**src/rtl/demux_reg_32_if.sv**
```systemverilog
// Write-side handshake, freeze/commit status and the 32 register read-out buses
// of the staged register bank; master drives writes, slave is the bank.
interface demux_reg_32_if;
   logic        wr_valid;
   logic        wr_ready;
   logic [4:0]  wr_sel;
   logic [31:0] wr_data;
   logic        freeze;
   logic        wr_done;
   logic [4:0]  done_sel;
   logic        pend_valid;
   logic [31:0] out0,  out1,  out2,  out3,  out4,  out5,  out6,  out7;
   logic [31:0] out8,  out9,  out10, out11, out12, out13, out14, out15;
   logic [31:0] out16, out17, out18, out19, out20, out21, out22, out23;
   logic [31:0] out24, out25, out26, out27, out28, out29, out30, out31;

   modport master (
      output wr_valid, wr_sel, wr_data, freeze,
      input  wr_ready, wr_done, done_sel, pend_valid,
      input  out0,  out1,  out2,  out3,  out4,  out5,  out6,  out7,
      input  out8,  out9,  out10, out11, out12, out13, out14, out15,
      input  out16, out17, out18, out19, out20, out21, out22, out23,
      input  out24, out25, out26, out27, out28, out29, out30, out31
   );

   modport slave (
      input  wr_valid, wr_sel, wr_data, freeze,
      output wr_ready, wr_done, done_sel, pend_valid,
      output out0,  out1,  out2,  out3,  out4,  out5,  out6,  out7,
      output out8,  out9,  out10, out11, out12, out13, out14, out15,
      output out16, out17, out18, out19, out20, out21, out22, out23,
      output out24, out25, out26, out27, out28, out29, out30, out31
   );
endinterface

```
**src/rtl/demux_reg_32.sv**
```systemverilog
// 32x32 register bank behind one pending write stage: commit lands one edge after accept.
// wr_ready drops only while freeze holds a pending write; writes never bypass to outN.
module demux_reg_32 #(
   parameter bit ZERO_REG0 = 1'b1
) (
   input  logic          clock,
   input  logic          reset,
   demux_reg_32_if.slave bus
);
   logic [31:0] bank_q [32];
   logic [31:0] bank_d [32];

   logic        pend_valid_q, pend_valid_d;
   logic [4:0]  pend_sel_q,   pend_sel_d;
   logic [31:0] pend_data_q,  pend_data_d;
   logic        wr_done_q,    wr_done_d;
   logic [4:0]  done_sel_q,   done_sel_d;

   logic        accept;
   logic        commit;

   // A pending entry may be replaced in the same edge it commits, giving one write per cycle.
   assign bus.wr_ready = !pend_valid_q || !bus.freeze;
   assign accept       = bus.wr_valid && bus.wr_ready;
   assign commit       = pend_valid_q && !bus.freeze;

   always_comb begin
      pend_valid_d = pend_valid_q;
      pend_sel_d   = pend_sel_q;
      pend_data_d  = pend_data_q;
      wr_done_d    = commit;
      done_sel_d   = commit ? pend_sel_q : done_sel_q;
      if (accept) begin
         pend_valid_d = 1'b1;
         pend_sel_d   = bus.wr_sel;
         pend_data_d  = bus.wr_data;
      end else if (commit) begin
         pend_valid_d = 1'b0;
      end
   end

   always_comb begin
      for (int i = 0; i < 32; i++) begin
         bank_d[i] = bank_q[i];
      end
      // A hard-wired zero register swallows the data but still reports the commit.
      if (commit && !(ZERO_REG0 && (pend_sel_q == 5'd0))) begin
         bank_d[pend_sel_q] = pend_data_q;
      end
   end

   always_ff @(posedge clock) begin
      if (reset) begin
         for (int i = 0; i < 32; i++) begin
            bank_q[i] <= 32'h0;
         end
         pend_valid_q <= 1'b0;
         pend_sel_q   <= 5'd0;
         pend_data_q  <= 32'h0;
         wr_done_q    <= 1'b0;
         done_sel_q   <= 5'd0;
      end else begin
         for (int i = 0; i < 32; i++) begin
            bank_q[i] <= bank_d[i];
         end
         pend_valid_q <= pend_valid_d;
         pend_sel_q   <= pend_sel_d;
         pend_data_q  <= pend_data_d;
         wr_done_q    <= wr_done_d;
         done_sel_q   <= done_sel_d;
      end
   end

   assign bus.wr_done    = wr_done_q;
   assign bus.done_sel   = done_sel_q;
   assign bus.pend_valid = pend_valid_q;

   assign bus.out0  = ZERO_REG0 ? 32'h0 : bank_q[0];
   assign bus.out1  = bank_q[1];
   assign bus.out2  = bank_q[2];
   assign bus.out3  = bank_q[3];
   assign bus.out4  = bank_q[4];
   assign bus.out5  = bank_q[5];
   assign bus.out6  = bank_q[6];
   assign bus.out7  = bank_q[7];
   assign bus.out8  = bank_q[8];
   assign bus.out9  = bank_q[9];
   assign bus.out10 = bank_q[10];
   assign bus.out11 = bank_q[11];
   assign bus.out12 = bank_q[12];
   assign bus.out13 = bank_q[13];
   assign bus.out14 = bank_q[14];
   assign bus.out15 = bank_q[15];
   assign bus.out16 = bank_q[16];
   assign bus.out17 = bank_q[17];
   assign bus.out18 = bank_q[18];
   assign bus.out19 = bank_q[19];
   assign bus.out20 = bank_q[20];
   assign bus.out21 = bank_q[21];
   assign bus.out22 = bank_q[22];
   assign bus.out23 = bank_q[23];
   assign bus.out24 = bank_q[24];
   assign bus.out25 = bank_q[25];
   assign bus.out26 = bank_q[26];
   assign bus.out27 = bank_q[27];
   assign bus.out28 = bank_q[28];
   assign bus.out29 = bank_q[29];
   assign bus.out30 = bank_q[30];
   assign bus.out31 = bank_q[31];

   a_done_after_commit: assert property (@(posedge clock) disable iff (reset)
      commit |=> (bus.wr_done && (bus.done_sel == $past(pend_sel_q))));

   a_frozen_entry_holds: assert property (@(posedge clock) disable iff (reset)
      (pend_valid_q && bus.freeze) |=> (pend_valid_q && $stable(pend_sel_q) && $stable(pend_data_q)));
endmodule

```
**src/flat_wrapper.sv**
```systemverilog
// flat-port wrapper written by rule: the top's interface ports become plain ports
module demux_reg_32_flat 
#(
   parameter bit ZERO_REG0 = 1'b1
)
  (clock, reset, bus_wr_valid, bus_wr_sel, bus_wr_data, bus_freeze, bus_wr_ready, bus_wr_done, bus_done_sel, bus_pend_valid, bus_out0, bus_out1, bus_out2, bus_out3, bus_out4, bus_out5, bus_out6, bus_out7, bus_out8, bus_out9, bus_out10, bus_out11, bus_out12, bus_out13, bus_out14, bus_out15, bus_out16, bus_out17, bus_out18, bus_out19, bus_out20, bus_out21, bus_out22, bus_out23, bus_out24, bus_out25, bus_out26, bus_out27, bus_out28, bus_out29, bus_out30, bus_out31);
  demux_reg_32_if bus_i ();
  input  logic clock;
  input  logic reset;
  input wire logic [$bits(bus_i.wr_valid)-1:0] bus_wr_valid;
  input wire logic [$bits(bus_i.wr_sel)-1:0] bus_wr_sel;
  input wire logic [$bits(bus_i.wr_data)-1:0] bus_wr_data;
  input wire logic [$bits(bus_i.freeze)-1:0] bus_freeze;
  output wire logic [$bits(bus_i.wr_ready)-1:0] bus_wr_ready;
  output wire logic [$bits(bus_i.wr_done)-1:0] bus_wr_done;
  output wire logic [$bits(bus_i.done_sel)-1:0] bus_done_sel;
  output wire logic [$bits(bus_i.pend_valid)-1:0] bus_pend_valid;
  output wire logic [$bits(bus_i.out0)-1:0] bus_out0;
  output wire logic [$bits(bus_i.out1)-1:0] bus_out1;
  output wire logic [$bits(bus_i.out2)-1:0] bus_out2;
  output wire logic [$bits(bus_i.out3)-1:0] bus_out3;
  output wire logic [$bits(bus_i.out4)-1:0] bus_out4;
  output wire logic [$bits(bus_i.out5)-1:0] bus_out5;
  output wire logic [$bits(bus_i.out6)-1:0] bus_out6;
  output wire logic [$bits(bus_i.out7)-1:0] bus_out7;
  output wire logic [$bits(bus_i.out8)-1:0] bus_out8;
  output wire logic [$bits(bus_i.out9)-1:0] bus_out9;
  output wire logic [$bits(bus_i.out10)-1:0] bus_out10;
  output wire logic [$bits(bus_i.out11)-1:0] bus_out11;
  output wire logic [$bits(bus_i.out12)-1:0] bus_out12;
  output wire logic [$bits(bus_i.out13)-1:0] bus_out13;
  output wire logic [$bits(bus_i.out14)-1:0] bus_out14;
  output wire logic [$bits(bus_i.out15)-1:0] bus_out15;
  output wire logic [$bits(bus_i.out16)-1:0] bus_out16;
  output wire logic [$bits(bus_i.out17)-1:0] bus_out17;
  output wire logic [$bits(bus_i.out18)-1:0] bus_out18;
  output wire logic [$bits(bus_i.out19)-1:0] bus_out19;
  output wire logic [$bits(bus_i.out20)-1:0] bus_out20;
  output wire logic [$bits(bus_i.out21)-1:0] bus_out21;
  output wire logic [$bits(bus_i.out22)-1:0] bus_out22;
  output wire logic [$bits(bus_i.out23)-1:0] bus_out23;
  output wire logic [$bits(bus_i.out24)-1:0] bus_out24;
  output wire logic [$bits(bus_i.out25)-1:0] bus_out25;
  output wire logic [$bits(bus_i.out26)-1:0] bus_out26;
  output wire logic [$bits(bus_i.out27)-1:0] bus_out27;
  output wire logic [$bits(bus_i.out28)-1:0] bus_out28;
  output wire logic [$bits(bus_i.out29)-1:0] bus_out29;
  output wire logic [$bits(bus_i.out30)-1:0] bus_out30;
  output wire logic [$bits(bus_i.out31)-1:0] bus_out31;
  assign bus_i.wr_valid = bus_wr_valid;
  assign bus_i.wr_sel = bus_wr_sel;
  assign bus_i.wr_data = bus_wr_data;
  assign bus_i.freeze = bus_freeze;
  assign bus_wr_ready = bus_i.wr_ready;
  assign bus_wr_done = bus_i.wr_done;
  assign bus_done_sel = bus_i.done_sel;
  assign bus_pend_valid = bus_i.pend_valid;
  assign bus_out0 = bus_i.out0;
  assign bus_out1 = bus_i.out1;
  assign bus_out2 = bus_i.out2;
  assign bus_out3 = bus_i.out3;
  assign bus_out4 = bus_i.out4;
  assign bus_out5 = bus_i.out5;
  assign bus_out6 = bus_i.out6;
  assign bus_out7 = bus_i.out7;
  assign bus_out8 = bus_i.out8;
  assign bus_out9 = bus_i.out9;
  assign bus_out10 = bus_i.out10;
  assign bus_out11 = bus_i.out11;
  assign bus_out12 = bus_i.out12;
  assign bus_out13 = bus_i.out13;
  assign bus_out14 = bus_i.out14;
  assign bus_out15 = bus_i.out15;
  assign bus_out16 = bus_i.out16;
  assign bus_out17 = bus_i.out17;
  assign bus_out18 = bus_i.out18;
  assign bus_out19 = bus_i.out19;
  assign bus_out20 = bus_i.out20;
  assign bus_out21 = bus_i.out21;
  assign bus_out22 = bus_i.out22;
  assign bus_out23 = bus_i.out23;
  assign bus_out24 = bus_i.out24;
  assign bus_out25 = bus_i.out25;
  assign bus_out26 = bus_i.out26;
  assign bus_out27 = bus_i.out27;
  assign bus_out28 = bus_i.out28;
  assign bus_out29 = bus_i.out29;
  assign bus_out30 = bus_i.out30;
  assign bus_out31 = bus_i.out31;
  demux_reg_32 #(.ZERO_REG0(ZERO_REG0)) u_core (.clock(clock), .reset(reset), .bus(bus_i));
endmodule
```
**config.mk**
```make
export PLATFORM = sky130hd
export DESIGN_NAME = demux_reg_32_flat
export DESIGN_NICKNAME = d
export VERILOG_FILES = /design/src/rtl/demux_reg_32_if.sv /design/src/rtl/demux_reg_32.sv /design/src/flat_wrapper.sv
export SDC_FILE = /design/constraint.sdc
export NUM_CORES = 2
export LEC_CHECK = 0
export BUFFER_PORTS_ARGS = -buffer_cell sky130_fd_sc_hd__clkbuf_2
export CAP_MARGIN = 20
export CORE_AREA = 2 2 412 414
export CTS_BUF_LIST = sky130_fd_sc_hd__clkbuf_4
export DETAILED_ROUTE_END_ITERATION = 10
export DIE_AREA = 0 0 414 416
export GPL_TIMING_DRIVEN = 0
export PLACE_DENSITY = 0.38
export SLEW_MARGIN = 20
export SYNTH_ARGS = -nofsm -noshare
export SYNTH_HDL_FRONTEND = slang
export SYNTH_SLANG_ARGS = --single-unit
```
**constraint.sdc**
```tcl
create_clock -name clock -period 2.5 [get_ports clock]
set_clock_uncertainty 0.1 [all_clocks]
set_input_delay 0.25 -clock clock [delete_from_list [all_inputs] [get_ports clock]]
set_output_delay 0.25 -clock clock [all_outputs]
set_load 0.02 [all_outputs]
```
==> impl_table.tex <==
\begin{tabular}{lr}
\hline
Metric & Value \\
\hline
\multicolumn{2}{l}{\textbf{Timing}} \\
Worst slew margin relative to its limit & around a quarter \\
Accumulated negative setup slack & 0 ns \\
Tightest hold margin & 0.258 ns \\
Count of endpoints failing setup in the final report & 0 \\
Setup repair after global routing missed its margin & true \\
FMAX & 0.401 GHz \\
Slew of the pin with the lowest slew margin & approximately 1.1 ns \\
Final hold vios & 0 \\
Final count of pins violating max slew & 0 \\
Post-route fraction of the period consumed by the critical path & 99.7\% \\
Final period demand of the worst path & around 2.5 ns \\
\multicolumn{2}{l}{\textbf{Synth}} \\
Mapped Avg Cell Area & between 10 and 15 µm² \\
Post-Syn Instances & about 3600 \\
Post-synth top area share & roughly 52\% \\
Cell type with the largest total area after synthesis & sky130\_fd\_sc\_hd\_\_dfxtp\_1 \\
Cell area after synthesis & $\sim$40000 µm² \\
Synthesis-stage register bit count & between 1000 and 1500 \\
YS warnings & 0 \\
Top cells by area in the synthesized netlist & sky130\_fd\_sc\_hd\_\_dfxtp\_1, sky130\_fd\_sc\_hd\_\_mux2i\_1, sky130\_fd\_sc\_hd\_\_nand2b\_1 \\
Synth cell types & 24 \\
Sequential area share after synthesis & between 50\% and 60\% \\
\multicolumn{2}{l}{\textbf{Clock tree}} \\
Number of clock buffers inserted by TritonCTS & around 330 \\
CTS Root Buffer Type & sky130\_fd\_sc\_hd\_\_clkbuf\_4 \\
Clock transition at the registers of the reported paths & approximately 0.060 ns \\
Number of H-tree levels & 5 \\
Clock Tree Buf Depth & 4 \\
Number of sinks handled by clock tree synthesis & 1036 \\
TritonCTS clock tree & built \\
Clock Latency Late Sink & 1.25 ns \\
\multicolumn{2}{l}{\textbf{Route}} \\
Number of remaining DRC errors & 0 \\
Via density per instance & 4.19 \\
WL final & about 200000 µm \\
Detail-routed net length per standard cell & approximately 27 µm \\
TritonRoute pass-1 iters & 5 \\
Total via count in the routed design & roughly 31000 \\
Starting DRC count in detailed routing & 1313 \\
Count of nets left with antenna violations after detail routing & 0 \\
\multicolumn{2}{l}{\textbf{Setup path}} \\
Required time at the worst-slack endpoint & about 3.5 ns \\
Origin of the worst setup path & reset \\
Crit. End Element & register \\
Crit path max fanout & 10 \\
Critical path type & input pin to register \\
Arrival time at the worst endpoint & 3.52 ns \\
Startpoint of the worst register-to-register path & u\_core.pend\_sel\_q[0] \\
Sort of element at the start of the critical path & input pin \\
\multicolumn{2}{l}{\textbf{Layout}} \\
Fraction of the core area covered by cells at the end of the flow & between 30\% and 40\% \\
Layout cell share with drive strength beyond 1 & 32.1\% \\
Final Net Count & between 5000 and 6000 \\
Multi-input gate area & around 17000 µm² \\
Area growth from synthesis to final layout & 32.6\% \\
Post-route insts no fill & around 7500 \\
Fill cell instance count of the final layout & 17900 \\
Sequential Area & around 21000 µm² \\
\multicolumn{2}{l}{\textbf{Floorplan}} \\
Placeable core region & between 150000 and 200000 µm² \\
\# rows & roughly 150 \\
Die Span X & between 400 and 500 µm \\
Top-level I/O count & 1073 \\
Initial Util & a little under a quarter \\
Total die area & around 170000 µm² \\
Overall die height & around 420 µm \\
\multicolumn{2}{l}{\textbf{Global routing}} \\
Total routing resource utilization after global routing & between 20\% and 30\% \\
Maximum number of pins on one net before global-route repair & 17 \\
Wire length of the first global-routing pass & 269000 µm \\
Initial antenna violation count & 21 \\
Vias in the first global route & 31700 \\
Global route total overflow & 0 \\
\multicolumn{2}{l}{\textbf{Power}} \\
Share of total power in the clock network & between 40 and 50\% \\
Power Internal & between 20000 and 30000 µW \\
Post-layout power & $\sim$35000 µW \\
Power density of the placed cells & roughly 660 nW/µm² \\
Share of power burned in combinational logic & under 10\% \\
Proportion of total power due to net switching & between 20\% and 30\% \\
Net load switching power & about 9000 µW \\
Worst IR drop on VDD & between 400 and 500 µV \\
Standby leakage power & approximately 0.028 µW \\
Sequential Power Share & between 40\% and 50\% \\
\multicolumn{2}{l}{\textbf{Hold path}} \\
Worst min-delay path startpoint & bus\_freeze \\
Type of the tightest min-delay check & input pin to register \\
\multicolumn{2}{l}{\textbf{Placement}} \\
GP Congestion & 0.790 \\
Total placed cells including tap cells & between 6000 and 7000 \\
Final HPWL from detailed placement & 150000 µm \\
Number of input and output port buffers inserted & between 1000 and 1500 \\
\multicolumn{2}{l}{\textbf{Run status}} \\
Result of the run & finished clean \\
\multicolumn{2}{l}{\textbf{Job}} \\
Max Cap Violations & 0 \\
\hline
\end{tabular}
repair_timing:
item,CTS,global route
pin swaps,0,0
setup buffers,4,0
hold endpoints to repair,518,73
setup endpoints to repair,118,27
hold buffers,89,1
gates resized for setup,21,7
path summary, 6_finish.rpt:
kind              slack [ns]                     end  cells past startpoint
setup / recovery       0.008   u_core.bus.pend_valid                      6
setup reg to reg        0.07   u_core.bank_q[0][873]                      5
hold reg to reg         0.35  u_core.pend_data_q[15]                      2
hold / removal          0.26   u_core.bank_q[0][897]                      6
logic make-up (layout without fill, tap and decap cells):
| family | after synthesis | after routing | synth area share (%) |
|---|---|---|---|
| other cells | 1 | 51 | 0.00945 |
| simple gates | 1158 | 1158 | 17.7 |
| mux | 992 | 992 | 25.0 |
| flops | 1036 | 1036 | 52.3 |
| buf+inv | 358 | 2016 | 4.37 |
| compound gates | 45 | 45 | 0.587 |
per-stage QoR:
step | instance area, µm² | worst slack, ns
after detailed placement | 47800 | -0.346
after global placement | 47700 | -1.33
final | 52600 | 0.00843
after global routing | 52600 | -0.0233
after floorplan | 39800 | 0.715
after CTS | 52600 | 0.000338
synth_stat cells, drive strengths merged:
cell type	number
a21boi	1
conb	1
dfxtp	1036
and4b	1
and3	1
nor3b	3
nand2	116
nor2b	1
buf	135
clkbuf	223
a21bo	1
mux2i	992
nor2	2
nor4bb	2
nor4b	1
and2	2
a21oi	43
nand2b	1025
nor3	1
and3b	3
registers in the layout, indices dropped and copies added, names as in the netlist:
| name | count |
|---|---|
| u_core.pend_data_q | 32 |
| u_core.pend_sel_q | 5 |
| u_core.bank_q | 992 |
| u_core.bus.wr_done | 1 |
| u_core.bus.done_sel | 5 |
| u_core.bus.pend_valid | 1 |
critical path, cell delays in order:
cell and delay, ns:
sky130_fd_sc_hd__dlygate4sd3_1 0.64, sky130_fd_sc_hd__clkbuf_2 0.54, sky130_fd_sc_hd__clkbuf_1 0.61, sky130_fd_sc_hd__buf_1 0.76, sky130_fd_sc_hd__nor2_1 0.10, sky130_fd_sc_hd__dlygate4sd3_1 0.59
per-layer routing:
layer | vias up | share of wire (%) | GRT usage (%)
li1 | 14900 | - | -
met1 | 15300 | 41 | 26.0
met2 | 1034 | 50 | 39.4
met3 | 302 | 6.6 | 7.13
met4 | 4 | 2.9 | 7.22
met5 | - | 0.013 | 0
power by group through the flow:
stage / combinational [µW] / sequential [µW] / clock, µW
after floorplan: 760 / 17000 / 0
after global routing: 1680 / 16600 / 18300
after detailed placement: 1480 / 16900 / 0
after CTS: 1630 / 16600 / 17400
after global placement: 1490 / 16900 / 0
final: 1580 / 16600 / 16700
cell type report:
cell class	instances	share of cell area, %
flip-flops and latches	1036	39.4
repair buffers	1132	11.7
clock inverters	53	0.478
plain buffers	358	3.34
multi-input cells	2227	32.9
well taps	2218	5.27
diodes	19	0.0904
clock buffers	473	6.75
cells in the final DEF, fill, tap and decap left out, drive strengths merged:
cell type / synthesis / layout
nor3: 1 / 1
a21oi: 43 / 43
nor2: 2 / 2
buf: 135 / 140
mux2i: 992 / 992
nor4bb: 2 / 2
and3: 1 / 1
and4b: 1 / 1
a21bo: 1 / 1
bufinv: 0 / 2
conb: 1 / 32
clkinv: 0 / 44
nand2: 116 / 116
nand2b: 1025 / 1025
inv: 0 / 7
dlygate4sd3: 0 / 89
nor3b: 3 / 3
dfxtp: 1036 / 1036
nor4b: 1 / 1
and3b: 3 / 3
nor2b: 1 / 1
diode: 0 / 19
a21boi: 1 / 1
and2: 2 / 2
clkbuf: 223 / 1734
No activity file was read; power rests on OpenSTA's default activity.
